===== config.mk =====
export PLATFORM = sky130hd
export DESIGN_NAME = serial_line_arbiter
export DESIGN_NICKNAME = d
export VERILOG_FILES = /design/src/rtl/sla_pkg.sv /design/src/rtl/sla_rr_pick.sv /design/src/rtl/serial_line_arbiter.sv
export SDC_FILE = /design/constraint.sdc
export NUM_CORES = 1
export LEC_CHECK = 0
export ABC_AREA = 1
export BUFFER_PORTS_ARGS = -buffer_cell sky130_fd_sc_hd__buf_2
export CAP_MARGIN = 20
export CORE_MARGIN = 1.5
export CORE_UTILIZATION = 30
export CTS_CLUSTER_DIAMETER = 120
export DETAILED_ROUTE_END_ITERATION = 10
export SLEW_MARGIN = 20
export SYNTH_ARGS = -nofsm -noshare
export SYNTH_HDL_FRONTEND = slang
export SYNTH_SLANG_ARGS = --single-unit

===== constraint.sdc =====
create_clock -name sysclk -period 1.6 [get_ports sysclk]
set_input_delay 0.08 -clock sysclk [delete_from_list [all_inputs] [get_ports sysclk]]
set_output_delay 0.08 -clock sysclk [all_outputs]
set_load 0.01 [all_outputs]

===== src/rtl/sla_pkg.sv =====
// Shared types and constants for the serial line arbiter.
package sla_pkg;

  typedef enum logic [1:0] {
    IDLE  = 2'd0,
    GRANT = 2'd1,
    GUARD = 2'd2
  } sla_state_e;

  localparam int         N_REQ_C   = 3;
  localparam logic       LINE_IDLE = 1'b1;
  localparam logic [1:0] MODE_NONE = 2'd3;

endpackage


===== src/rtl/sla_rr_pick.sv =====
// Rotating-priority picker: the search starts one past ptr and wraps, first eligible board wins.
module sla_rr_pick #(
  parameter int N  = 3,
  parameter int IW = (N > 1) ? $clog2(N) : 1
) (
  input  logic [N-1:0]  elig,
  input  logic [IW-1:0] ptr,
  output logic [N-1:0]  onehot,
  output logic [IW-1:0] idx,
  output logic          any_valid
);

  always_comb begin
    int i;
    i         = 0;
    onehot    = '0;
    idx       = '0;
    any_valid = 1'b0;
    for (int k = 1; k <= N; k++) begin
      i = (int'(ptr) + k) % N;
      if (!any_valid && elig[i]) begin
        any_valid = 1'b1;
        idx       = i[IW-1:0];
        onehot[i] = 1'b1;
      end
    end
  end

endmodule


===== src/rtl/serial_line_arbiter.sv =====
// Round-robin / manual owner of the shared serial line, with an idle-high guard between grants.
// Optional hold timeout and revoke blocking when SLA_TIMEOUT_EN is defined.
module serial_line_arbiter
  import sla_pkg::*;
#(
  parameter int N_REQ        = N_REQ_C,
  parameter int GUARD_CYCLES = 16,
  parameter int MAX_HOLD     = 4096
) (
  input  logic             sysclk,
  input  logic             reset,
  input  logic [N_REQ-1:0] req,
  input  logic [N_REQ-1:0] tx_in,
  input  logic             lock_mode,
  input  logic [1:0]       mode_sel,
  output logic [N_REQ-1:0] grant,
  output logic             out_final,
  output logic [N_REQ-1:0] LEDs,
  output logic             busy
);

  localparam int IW = (N_REQ > 1) ? $clog2(N_REQ) : 1;
  localparam int GW = $clog2(GUARD_CYCLES + 1);

  if (GUARD_CYCLES < 1 || MAX_HOLD < 1) begin : g_param_chk
    $error("GUARD_CYCLES and MAX_HOLD must be >= 1");
  end

  sla_state_e       state_q, state_d;
  logic [N_REQ-1:0] grant_q, grant_d;
  logic [IW-1:0]    win_q, win_d, ptr_q, ptr_d;
  logic [GW-1:0]    gcnt_q, gcnt_d;
  logic             out_final_q, out_final_d;
  logic             busy_q, busy_d;

  logic [N_REQ-1:0] elig, pick_oh;
  logic [IW-1:0]    pick_idx;
  logic             pick_vld;
  logic             timeout;

`ifdef SLA_TIMEOUT_EN
  localparam int HW = $clog2(MAX_HOLD + 1);
  logic [HW-1:0]    hold_q, hold_d;
  logic [N_REQ-1:0] revoked_q, revoked_d;
  assign timeout = (state_q == GRANT) && (hold_q == HW'(MAX_HOLD - 1));
`else
  assign timeout = 1'b0;
`endif

  // Manual mode narrows eligibility to mode_sel; MODE_NONE matches no board.
  always_comb begin
    elig = '0;
    for (int i = 0; i < N_REQ; i++)
      elig[i] = req[i] && (!lock_mode || (mode_sel == 2'(i)));
`ifdef SLA_TIMEOUT_EN
    elig = elig & ~revoked_q;
`endif
  end

  sla_rr_pick #(.N(N_REQ), .IW(IW)) u_pick (
    .elig      (elig),
    .ptr       (ptr_q),
    .onehot    (pick_oh),
    .idx       (pick_idx),
    .any_valid (pick_vld)
  );

  always_comb begin
    state_d     = state_q;
    grant_d     = grant_q;
    win_d       = win_q;
    ptr_d       = ptr_q;
    gcnt_d      = gcnt_q;
    out_final_d = LINE_IDLE;
`ifdef SLA_TIMEOUT_EN
    hold_d      = hold_q;
    revoked_d   = revoked_q & req;
`endif
    case (state_q)
      IDLE: if (pick_vld) begin
        state_d = GRANT;
        grant_d = pick_oh;
        win_d   = pick_idx;
        ptr_d   = pick_idx;
`ifdef SLA_TIMEOUT_EN
        hold_d  = '0;
`endif
      end
      GRANT: begin
        out_final_d = tx_in[win_q];
`ifdef SLA_TIMEOUT_EN
        hold_d = hold_q + 1'b1;
`endif
        if (!req[win_q] || timeout) begin
          state_d = GUARD;
          grant_d = '0;
          gcnt_d  = '0;
`ifdef SLA_TIMEOUT_EN
          if (req[win_q]) revoked_d[win_q] = 1'b1;
`endif
        end
      end
      GUARD: begin
        if (gcnt_q == GW'(GUARD_CYCLES - 1)) state_d = IDLE;
        else                                 gcnt_d  = gcnt_q + 1'b1;
      end
      default: state_d = IDLE;
    endcase
    busy_d = (state_d != IDLE);
  end

  always_ff @(posedge sysclk) begin
    if (reset) begin
      state_q     <= IDLE;
      grant_q     <= '0;
      win_q       <= '0;
      ptr_q       <= IW'(N_REQ - 1);
      gcnt_q      <= '0;
      out_final_q <= LINE_IDLE;
      busy_q      <= 1'b0;
`ifdef SLA_TIMEOUT_EN
      hold_q      <= '0;
      revoked_q   <= '0;
`endif
    end else begin
      state_q     <= state_d;
      grant_q     <= grant_d;
      win_q       <= win_d;
      ptr_q       <= ptr_d;
      gcnt_q      <= gcnt_d;
      out_final_q <= out_final_d;
      busy_q      <= busy_d;
`ifdef SLA_TIMEOUT_EN
      hold_q      <= hold_d;
      revoked_q   <= revoked_d;
`endif
    end
  end

  assign grant     = grant_q;
  assign LEDs      = grant_q;
  assign out_final = out_final_q;
  assign busy      = busy_q;

endmodule


==> results.tsv, run 1 <==
stage	metric	value	unit
floorplan	Initial Utilization	31.8	%
pwr	total power	2.48	mW
logic_synthesis	async set or reset register ratio after synthesis	0	%
setup_path	CP max FO	7	
grt	gr ovfl total	0	
cells_and_area	Core Util, Final	40.4	%
route	drt first pass iters	4	
place	port bufs	18	
cells_and_area	Fillers	368	
timing	RSZ-0062 raised after global routing	true	
logic_synthesis	top post-synthesis cells by area	dfxtp_1 (28%), nand2_1 (16%), inv_1 (7.3%), ha_1 (7.0%), nand3_1 (5.1%)	
logic_synthesis	Synth Area in Compound Gates	12.2	%
timing	Tcrit/Tclk final	98.9	%
floorplan	width of the chip	63.0	um
cells_and_area	share of cells above drive strength 1	39.7	%
grt	gr usage total	11.2	%
setup_path	CP endpoint kind	flip-flop	
grt	first-pass GRT wire length	3680	um
clock_network	CTS tree	done	
place	placed instance area	1260	um^2
route	WL/cell	9.94	um
logic_synthesis	area leader, netlist	dfxtp_1	
clock_network	CTS Buffer Depth	2	
flow_run	max cap viols	0	
logic_synthesis	Simple-Gate Fraction of Synth Area	41.6	%
grt	met3 usage	2.70	%
cells_and_area	area grow syn2layout	27.0	%
timing	Worst-Margin Slew	0.356	ns
cells_and_area	Nets	202	
logic_synthesis	adder-cell share of the synthesized area	6.96	%
clock_network	Root Buffer	clkbuf_4	
timing	crit path time final	1.58	ns
pwr	Leak	0.642	nW
floorplan	CORE AREA	3390	um^2
pwr	PwrDens	1810	nW/um^2
place	post-detail-place hpwl	1740	um
setup_path	FF-to-FF path depth	12	
logic_synthesis	EDFF count, synth	0	
timing	setup TNS	0	ns
grt	initial antenna violation count	0	
setup_path	WP data arrival	1.77	ns
setup_path	type of the worst setup path	reg -> reg	
logic_synthesis	top_reg_cell synth	dfxtp_1	
logic_synthesis	Yosys warning count	0	
logic_synthesis	average size of a mapped cell	6.78	um^2
route	Post-Route WL	2290	um
logic_synthesis	most frequent cells after synthesis	nand2_1 (46), inv_1 (21), dfxtp_1 (15)	
grt	GRT met2 Usage	18.4	%
setup_path	worst reg-to-reg setup slack	0.02	ns
grt	pin count of the biggest net entering global routing	9	
logic_synthesis	register area share after synthesis	27.8	%
floorplan	IO Count	19	
setup_path	CP endpoint	win_q[0]$_SDFFE_PP0P_	
logic_synthesis	largest family of logic cells by synthesized area	simple AND/OR/NAND/NOR gates	
floorplan	num rows	21	
logic_synthesis	xor/xnor cell area share of the yosys netlist	0	%
clock_network	H-Tree Depth	1	
timing	Slew Limit Fails	0	
logic_synthesis	Synth Register Bits	15	
timing	Final Skew	0.00188	ns
setup_path	worst setup path startpoint	win_q[0]$_SDFFE_PP0P_	
clock_network	CTS Buf Count	3	
clock_network	Clock Latency Late Sink	0.28	ns
clock_network	clock sink count	15	
outcome	outcome	finished clean	
route	Via-to-Cell Ratio	4.45	
route	Post-DRT Antenna Nets	0	
logic_synthesis	post-synthesis mux area share	0	%
logic_synthesis	Yosys top cell area share	27.8	%
timing	f_max	0.632	GHz
setup_path	critical path data required time	1.79	ns
timing	final setup vio count	0	
timing	max_slew headroom	76.2	%
hold_path	hold crit path type	in -> reg	
route	drt drc	0	
route	Iter 0 DRT Violations	20	
grt	vias in the first global route	874	
route	via count	1023	
logic_synthesis	distinct cell type count after synthesis	28	
clock_network	hold_buf cts	0	
grt	GR Util met1	15.1	%
grt	Top Usage Layer GRT	met2	
logic_synthesis	Syn Inst Count	159	
setup_path	worst reg2reg path endpoint	win_q[0]$_SDFFE_PP0P_	
place	GPL Wtd Cong	0.825	
logic_synthesis	count leader, synth	nand2_1	
floorplan	Die Y	63.0	um
logic_synthesis	Syn Nets	176	
clock_network	Clk pin slew, worst setup/hold paths	0.09	ns
floorplan	die footprint	3960	um^2
setup_path	Reg-to-Reg Start	win_q[0]$_SDFFE_PP0P_	
timing	Final Hold Viols	0	
setup_path	startpoint types	flip-flop	
logic_synthesis	Post-Syn Area	1080	um^2
pwr	VDD IR-drop max	0.601	mV
cells_and_area	Design Area, Final	1370	um^2
cells_and_area	# diodes	0	
==> flip-flops by register name, indices dropped and copies added (netlist names) <==
register	cells
state_q	2
out_final	1
ptr_q	1
busy	1
LEDs	3
gcnt_q	5
win_q	2
==> layout by cell type, fill, tap and decap left out, types with 2 or more instances in the layout <==
master | synthesis | final
dfxtp_2 | 0 | 4
o21ai_0 | 2 | 2
buf_4 | 3 | 7
inv_4 | 1 | 2
nand3_1 | 11 | 10
inv_1 | 21 | 21
ha_2 | 0 | 4
buf_2 | 0 | 18
nor2_1 | 11 | 10
nor3_1 | 3 | 2
o21ai_1 | 2 | 2
nand2_2 | 5 | 8
o21ai_2 | 2 | 2
nor2_4 | 3 | 3
a21oi_2 | 1 | 3
ha_4 | 0 | 2
a21oi_1 | 6 | 4
nand3_2 | 4 | 4
dfxtp_1 | 15 | 11
nor2_2 | 3 | 4
clkbuf_4 | 0 | 3
nor4_1 | 2 | 2
nand2_1 | 46 | 43
==> worst max-delay path, stage by stage, from the launching register on <==
cell and delay, ns:
dfxtp_2 0.35, buf_4 0.15, ha_2 0.20, inv_1 0.05, nand2_1 0.06, nand2_1 0.08
nand3_2 0.10, nand3_4 0.13, nand2_8 0.08, inv_6 0.09, nand3_1 0.08, nand2_1 0.07
inv_1 0.03
==> how the worst min path moves through the flow <==
stage,cells after the start,slack [ns],end,startpoint
final,3,0.002,out_final$_SDFF_PP1_,tx_in[2]
after detailed placement,3,0.30,out_final$_SDFF_PP1_,tx_in[2]
after floorplan,2,0.20,out_final$_SDFF_PP1_,tx_in[2]
after global routing,3,0.02,out_final$_SDFF_PP1_,tx_in[2]
after CTS,3,0.002,out_final$_SDFF_PP1_,tx_in[2]
after global placement,3,0.30,out_final$_SDFF_PP1_,tx_in[2]
==> cells by family after synthesis <==
family	count (synthesis)
adders and majority gates	6
and+or+nand+nor	91
buffers and inverters	29
AOI/OAI and AO/OA	18
DFF	15
==> per-stage QoR <==
step,hold WS (ns),setup slack [ns],cells
after floorplan,0.202,0.0805,159
after global placement,0.301,0.00101,225
after detailed placement,0.297,-0.0189,225
after CTS,0.00233,0.0216,229
after global routing,0.0232,-0.0691,230
final,0.00177,0.0180,230
==> where the power goes <==
group	leakage, nW	internal [mW]	switching, mW
logic	0.503	0.649	1.03
clock network	0.0150	0.0968	0.123
registers	0.124	0.492	0.0810
==> repair_timing <==
action	CTS	global route
resized for setup	3	19
gates cloned	0	0
pin swaps	0	9
setup endpoints to repair	1	12
setup buffers	0	1
==> metal layers <==
layer	wire length (um)	vias to the layer above
met5	0	-
met4	0	0
met3	88	0
met2	1080	19
met1	1110	450
li1	-	554
==> area by class of cell <==
class                           count  area, um^2  area share (%)
Tap cell                           46        57.6            4.20
Multi-Input combinational cell    115         734            53.6
Clock buffer                        4        26.3            1.92
Timing Repair Buffer               25         143            10.4
Inverter                           25         104            7.58
Sequential cell                    15         305            22.3
(Power assumes the default switching activity.)
==> run 2: changes to the inputs <==
--- a/config.mk
+++ b/config.mk
@@ -9,9 +9,10 @@
 export BUFFER_PORTS_ARGS = -buffer_cell sky130_fd_sc_hd__buf_2
 export CAP_MARGIN = 20
 export CORE_MARGIN = 1.5
-export CORE_UTILIZATION = 30
+export CORE_UTILIZATION = 49
 export CTS_CLUSTER_DIAMETER = 120
 export DETAILED_ROUTE_END_ITERATION = 10
+export PLACE_DENSITY = 0.74
 export SLEW_MARGIN = 20
 export SYNTH_ARGS = -nofsm -noshare
 export SYNTH_HDL_FRONTEND = slang
==> run 2 against run 1 <==
The flow now finishes with violations (negative setup slack). Critical path depth decreased by 1. Fmax shrank 1.6%. Global-route usage up 9.9 points. Worst setup slack lost 0.026 ns. Wire length rose by 16%. Clock power increased by 2%. Largest power group unchanged. Highest routed layer is now met4. Sequential cell count is the same. Critical path type unchanged. Critical endpoint unchanged. Clock-buffer cell count unchanged.
==> results.tsv, run 2 (synthesis gave the netlist of run 1 again) <==
stage	metric	value	unit	change
setup_path	crit path cell chain	buf_4 -> ha_1 -> inv_1 -> nand3_2 -> nand2_4 -> nand2_2 -> nor2_4 -> nand2_1 -> nand3_1 -> nand2_1 -> inv_1		
cells_and_area	Finished Layout Cells	216		-6.1%
clock_network	CTS Buffer Depth	2		unchanged
route	Via-to-Cell Ratio	5.27		+19%
place	port bufs	18		unchanged
pwr	VDD IR-drop max	1.21	mV	+100%
route	WL/cell	12.3	um	+24%
cells_and_area	Nets	207		+2.5%
outcome	failing checks	negative setup slack		
timing	final setup vio count	1		+1
timing	crit path time final	1.61	ns	+0.0261 ns
place	Placed Cells	203		-9.8%
route	Iter 0 DRT Violations	27		+35%
setup_path	CP max FO	7		unchanged
floorplan	width of the chip	49.9	um	-21%
timing	Slew Limit Fails	0		unchanged
cells_and_area	Reg with most FFs	gcnt_q		
setup_path	crit-path max cell delay	0.35	ns	about the same
cells_and_area	max reg flops	5		unchanged
route	drt drc	0		unchanged
floorplan	Die Y	49.9	um	-21%
clock_network	Clock Latency Late Sink	0.28	ns	about the same
grt	first-pass GRT wire length	4220	um	+14%
route	Post-DRT Antenna Nets	0		unchanged
place	GPL Wtd Cong	0.925		+12%
place	Place WS	-0.0802	ns	-0.0613 ns
cells_and_area	commonest non-fill, non-tap cell in the layout	nand2_1		
route	Post-Route WL	2660	um	+16%
timing	Worst-Margin Slew	0.330	ns	-0.0261 ns
outcome	outcome	finished with violations		
clock_network	H-Tree Depth	1		unchanged
setup_path	CP endpoint kind	flip-flop		
floorplan	Initial Utilization	53.3	%	+22 points
clock_network	Root Buffer	clkbuf_4		
pwr	Leak	0.667	nW	+3.9%
clock_network	hold_buf cts	0		unchanged
setup_path	WP data arrival	1.84	ns	+0.07 ns
cells_and_area	share of cells above drive strength 1	47.6	%	+7.9 points
grt	initial antenna violation count	0		unchanged
floorplan	CORE AREA	2020	um^2	-40%
cells_and_area	# diodes	0		unchanged
cells_and_area	Fillers	172		-53%
grt	gr usage total	21.1	%	+9.9 points
flow_run	max cap viols	0		unchanged
place	post-detail-place hpwl	1850	um	+6.3%
cells_and_area	Core Util, Final	70.5	%	+30 points
clock_network	CTS tree	done		
timing	Setup WS post-layout	-0.00806	ns	-0.0261 ns
timing	f_max	0.622	GHz	-1.6%
route	via count	1139		+11%
timing	max_slew headroom	77.8	%	+1.6 points
cells_and_area	area grow syn2layout	32.1	%	
floorplan	IO Count	19		unchanged
floorplan	num rows	16		-24%
timing	Tcrit/Tclk final	101	%	+1.6 points
pwr	total power	2.73	mW	+10%
timing	Final Hold Viols	0		unchanged
cells_and_area	most frequent cells in the layout	nand2_1 (38), buf_2 (18), inv_1 (16)		
timing	setup TNS	-0.00806	ns	-0.00806 ns
grt	vias in the first global route	1023		+17%
pwr	PwrDens	1910	nW/um^2	+6.0%
clock_network	clock sink count	15		unchanged
setup_path	slowest stage cell on the critical path	dfxtp_2		
route	drt first pass iters	4		unchanged
hold_path	hold crit path type	in -> reg		
setup_path	critical path data required time	1.83	ns	+0.04 ns
timing	Final Skew	0.00270	ns	+0.000819 ns
grt	gr ovfl total	0		unchanged
clock_network	CTS Buf Count	3		unchanged
setup_path	WP buf/inv	3		-1
clock_network	Clk pin slew, worst setup/hold paths	0.09	ns	about the same
timing	RSZ-0062 raised after global routing	true		
setup_path	CP top delay family	simple AND/OR/NAND/NOR gates		
setup_path	startpoint types	flip-flop		
grt	pin count of the biggest net entering global routing	9		unchanged
setup_path	type of the worst setup path	reg -> reg		
floorplan	die footprint	2490	um^2	-37%
==> run 2: layout make-up <==
class                           instances  area (um^2)  area share, %
Sequential cell                        15          308           21.6
Tap cell                               27         33.8           2.37
Inverter                               25          104           7.29
Multi-Input combinational cell        115          766           53.7
Timing Repair Buffer                   30          188           13.2
Clock buffer                            4         26.3           1.84
==> run 2: repair_timing <==
| item | 4_1_cts | 5_1_grt |
|---|---|---|
| hold endpoints to repair | 0 | 0 |
| pin swaps | 6 | 10 |
| setup buffers | 4 | 5 |
| gates resized for setup | 9 | 31 |
| setup endpoints to repair | 6 | 11 |
==> run 2: path summary, 6_finish.rpt <==
path,start,end,slack (ns),depth (start not counted)
worst min-delay path,tx_in[2],out_final$_SDFF_PP1_,0.01,3
worst max register to register,win_q[0]$_SDFFE_PP0P_,win_q[0]$_SDFFE_PP0P_,-0.008,11
worst min register to register,LEDs[2]$_SDFFE_PP0P_,LEDs[2]$_SDFFE_PP0P_,0.46,2
worst max-delay path,win_q[0]$_SDFFE_PP0P_,win_q[0]$_SDFFE_PP0P_,-0.008,11
==> run 2: per-stage QoR <==
step | area [um^2] | hold WS (ns)
detailed placement | 1210 | 0.305
floorplan | 1090 | 0.202
global route | 1430 | 0.0202
finish | 1430 | 0.0127
CTS | 1290 | 0.0162
global placement | 1210 | 0.294
==> run 2: power by group <==
part / total, mW / switching (mW) / internal (mW)
Combinational: 1.92 / 1.15 / 0.771
Sequential: 0.586 / 0.0895 / 0.496
Clock: 0.225 / 0.128 / 0.0968
Total: 2.73 / 1.36 / 1.36
==> run 2: worst reg2reg max path, cell delays in order, from the launching register on <==
cell and delay (ns):
dfxtp_2 0.35, buf_4 0.16, ha_1 0.24, inv_1 0.08, nand3_2 0.09, nand2_4 0.14
nand2_2 0.09, nor2_4 0.12, nand2_1 0.08, nand3_1 0.09, nand2_1 0.06, inv_1 0.05
==> run 2: layer usage <==
metal	routed length [um]	global-route usage (%)
met1	1170	26.8
met2	1330	37.1
met3	117	5.45
met5	0	0
met4	40	1.39
==> run 3: changes to the inputs <==
--- a/config.mk
+++ b/config.mk
@@ -9,10 +9,10 @@
 export BUFFER_PORTS_ARGS = -buffer_cell sky130_fd_sc_hd__buf_2
 export CAP_MARGIN = 20
 export CORE_MARGIN = 1.5
-export CORE_UTILIZATION = 49
-export CTS_CLUSTER_DIAMETER = 120
+export CORE_UTILIZATION = 54
+export CTS_CLUSTER_DIAMETER = 40
 export DETAILED_ROUTE_END_ITERATION = 10
-export PLACE_DENSITY = 0.74
+export PLACE_DENSITY = 0.77
 export SLEW_MARGIN = 20
 export SYNTH_ARGS = -nofsm -noshare
 export SYNTH_HDL_FRONTEND = slang
==> constraint.sdc (replaced) <==
create_clock -name sysclk -period 1.5 [get_ports sysclk]
set_input_delay 0.075 -clock sysclk [delete_from_list [all_inputs] [get_ports sysclk]]
set_output_delay 0.075 -clock sysclk [all_outputs]
set_load 0.01 [all_outputs]
==> run 3 against run 2 <==
The run still ends with negative setup slack left. Worst hold slack got worse by 0.0089 ns. Worst setup slack got worse by 0.15 ns. Sequential cell count unchanged. Total power increased by 7.9%. Design area increased by 2.8%. Critical path depth decreased by 1. Clock-buffer cell count decreased by 1. Critical endpoint is now busy$_SDFF_PP0_. Largest cell class unchanged.
==> results.tsv, run 3 (synthesis gave the netlist of run 1 again) <==
stage	metric	value	unit	change
pwr	sw power	1.49	mW	+9.3%
pwr	Leak	0.692	nW	+3.8%
pwr	Clock power frac	8.2	%	about the same
timing	Final Hold Viols	0		unchanged
clock_network	clock sink count	15		unchanged
grt	gr usage total	26.0	%	+5.0 points
place	GPL Wtd Cong	0.823		-11%
clock_network	CTS Buffer Depth	2		unchanged
clock_network	H-Tree Depth	1		unchanged
route	DR WL met2	1440	um	+8.7%
timing	Worst-Margin Slew	0.288	ns	-0.0419 ns
route	Via-to-Cell Ratio	5.30		+0.47%
cells_and_area	share of cells above drive strength 1	51.3	%	+3.7 points
cells_and_area	Multi-input gate area	787	um^2	+2.8%
clock_network	Clk pin slew, worst setup/hold paths	0.10	ns	about the same
clock_network	CTS Buf Count	3		unchanged
floorplan	IO Count	19		unchanged
place	Placed Cells	209		+3.0%
route	top layer reached by signal wires	met4		
timing	RSZ-0062 raised after global routing	true		
grt	pin count of the biggest net entering global routing	10		+1
route	drt drc	0		unchanged
timing	setup TNS	-1.16	ns	-1.15 ns
setup_path	crit-path max cell delay	0.37	ns	+0.02 ns
cells_and_area	Nets	211		+1.9%
route	drt first pass iters	4		unchanged
place	Place WS	-0.131	ns	-0.0510 ns
timing	Tcrit/Tclk final	111	%	+10 points
cells_and_area	Reg with most FFs	gcnt_q		
cells_and_area	Core Util, Final	81.3	%	+11 points
setup_path	CP endpoint kind	flip-flop		
setup_path	type of the worst setup path	reg -> reg		
setup_path	CP max FO	7		unchanged
cells_and_area	Finished Layout Cells	218		+0.93%
setup_path	startpoint types	flip-flop		
cells_and_area	# diodes	0		unchanged
cells_and_area	Design Area, Final	1470	um^2	+2.8%
pwr	PwrDens	2010	nW/um^2	+5.0%
clock_network	CTS tree	done		
grt	initial antenna violation count	0		unchanged
route	Post-Route WL	2890	um	+8.8%
grt	gr ovfl total	0		unchanged
floorplan	Die Y	47.7	um	-4.5%
timing	Setup WS post-layout	-0.158	ns	-0.150 ns
pwr	VDD IR-drop max	1.20	mV	-0.84%
pwr	Pint	1.45	mW	+6.5%
cells_and_area	Fillers	119		-31%
floorplan	Initial Utilization	59.9	%	+6.5 points
hold_path	hold crit path type	in -> reg		
grt	first-pass GRT wire length	4280	um	+1.5%
cells_and_area	commonest non-fill, non-tap cell in the layout	nand2_1		
setup_path	FF-to-FF path depth	10		-1
timing	Final Skew	0.00586	ns	+0.00316 ns
cells_and_area	max reg flops	5		unchanged
cells_and_area	most frequent cells in the layout	nand2_1 (40), buf_2 (18), inv_1 (16), buf_4 (16)		
floorplan	CORE AREA	1800	um^2	-11%
grt	vias in the first global route	1072		+4.8%
route	via count	1155		+1.4%
timing	f_max	0.603	GHz	-3.0%
hold_path	hold depth	3		unchanged
setup_path	slowest stage cell on the critical path	dfxtp_2		
setup_path	critical path data required time	1.71	ns	-0.12 ns
route	M1 WL	1330	um	+13%
floorplan	die footprint	2270	um^2	-8.7%
place	placed instance area	1270	um^2	+5.0%
timing	final setup vio count	12		+11
pwr	combinational power share	70.4	%	about the same
setup_path	WP data arrival	1.87	ns	+0.03 ns
route	WL/cell	13.3	um	+7.8%
flow_run	max cap viols	0		unchanged
floorplan	width of the chip	47.7	um	-4.5%
setup_path	crit path cell chain	inv_4 -> ha_4 -> inv_4 -> buf_4 -> nand2_1 -> nand2_2 -> nand3_2 -> nand2_4 -> buf_4 -> a31oi_1		
outcome	failing checks	negative setup slack		
cells_and_area	area grow syn2layout	35.8	%	
clock_network	Clock Latency Late Sink	0.29	ns	about the same
place	port bufs	18		unchanged
timing	max_slew headroom	80.7	%	+2.9 points
timing	worst hold slack	0.00386	ns	-0.00885 ns
pwr	Sw Share	50.6	%	+0.64 points
timing	Slew Limit Fails	0		unchanged
route	Post-DRT Antenna Nets	0		unchanged
timing	crit path time final	1.66	ns	+0.0498 ns
place	post-detail-place hpwl	1910	um	+3.5%
floorplan	num rows	15		-1
pwr	total power	2.94	mW	+7.9%
route	WL met3	109	um	-6.8%
pwr	Seq pwr share	21.4	%	about the same
clock_network	Root Buffer	clkbuf_4		
outcome	outcome	finished with violations		
cells_and_area	storage element area	308	um^2	unchanged
route	Iter 0 DRT Violations	34		+26%
-- run 3: cell types whose count changed in the layout (fill, tap and decap cells not counted), moves of 2 or more --
| cell | change |
|---|---|
| buf_6 | -2 |
| o21ai_2 | +2 |
| nand2_2 | -2 |
| buf_4 | +6 |
| nand3_2 | +3 |
| nor2_4 | -2 |
| nand2_1 | +2 |
| ha_4 | +2 |
| nor2_2 | +2 |
| nand3_1 | -2 |
-- run 3: path summary, 6_finish.rpt --
kind / start / to / slack (ns)
max: win_q[0]$_SDFFE_PP0P_ / busy$_SDFF_PP0_ / -0.16
min: tx_in[2] / out_final$_SDFF_PP1_ / 0.004
max reg2reg: win_q[0]$_SDFFE_PP0P_ / busy$_SDFF_PP0_ / -0.16
min reg2reg: LEDs[1]$_SDFFE_PP0P_ / LEDs[1]$_SDFFE_PP0P_ / 0.47
-- run 3: critical path: cells and delay by family (launching register included) --
family	cells	cell delay, ns
adder cells (fa/ha/maj)	1	0.31
AO/OA/AOI/OAI	1	0.15
flip-flops	1	0.37
AND/OR/NAND/NOR	4	0.34
buffers and inverters	4	0.40
-- run 3: power groups by stage --
| stage | Clock (mW) | Sequential (mW) | Combinational (mW) |
|---|---|---|---|
| after floorplan | 0 | 0.628 | 1.22 |
| after global placement | 0 | 0.601 | 1.63 |
| after detailed placement | 0 | 0.608 | 1.68 |
| after CTS | 0.243 | 0.603 | 1.73 |
| after global routing | 0.256 | 0.646 | 2.25 |
| final | 0.241 | 0.630 | 2.07 |
-- run 3: repair_timing --
action | 4_1_cts | 5_1_grt
resized for setup | 8 | 31
hold buffers | 0 | 0
setup endpoints to repair | 13 | 13
setup buffers | 2 | 4
pin swaps | 3 | 14
-- run 3: area by class of cell --
cell class / count / area share, %
tap: 25 / 2.13
clock buffer: 3 / 1.54
timing repair buffer: 34 / 14.3
clock inverter: 1 / 0.342
sequential: 15 / 21.0
multi-input combinational: 115 / 53.7
inverter: 25 / 6.92
-- run 3: metal layers --
metal  vias to the layer above  global-route usage [%]
li1                        575                       -
met1                       549                    32.5
met2                        29                    46.4
met3                         2                    5.28
met4                         0                    4.86
met5                         -                       0
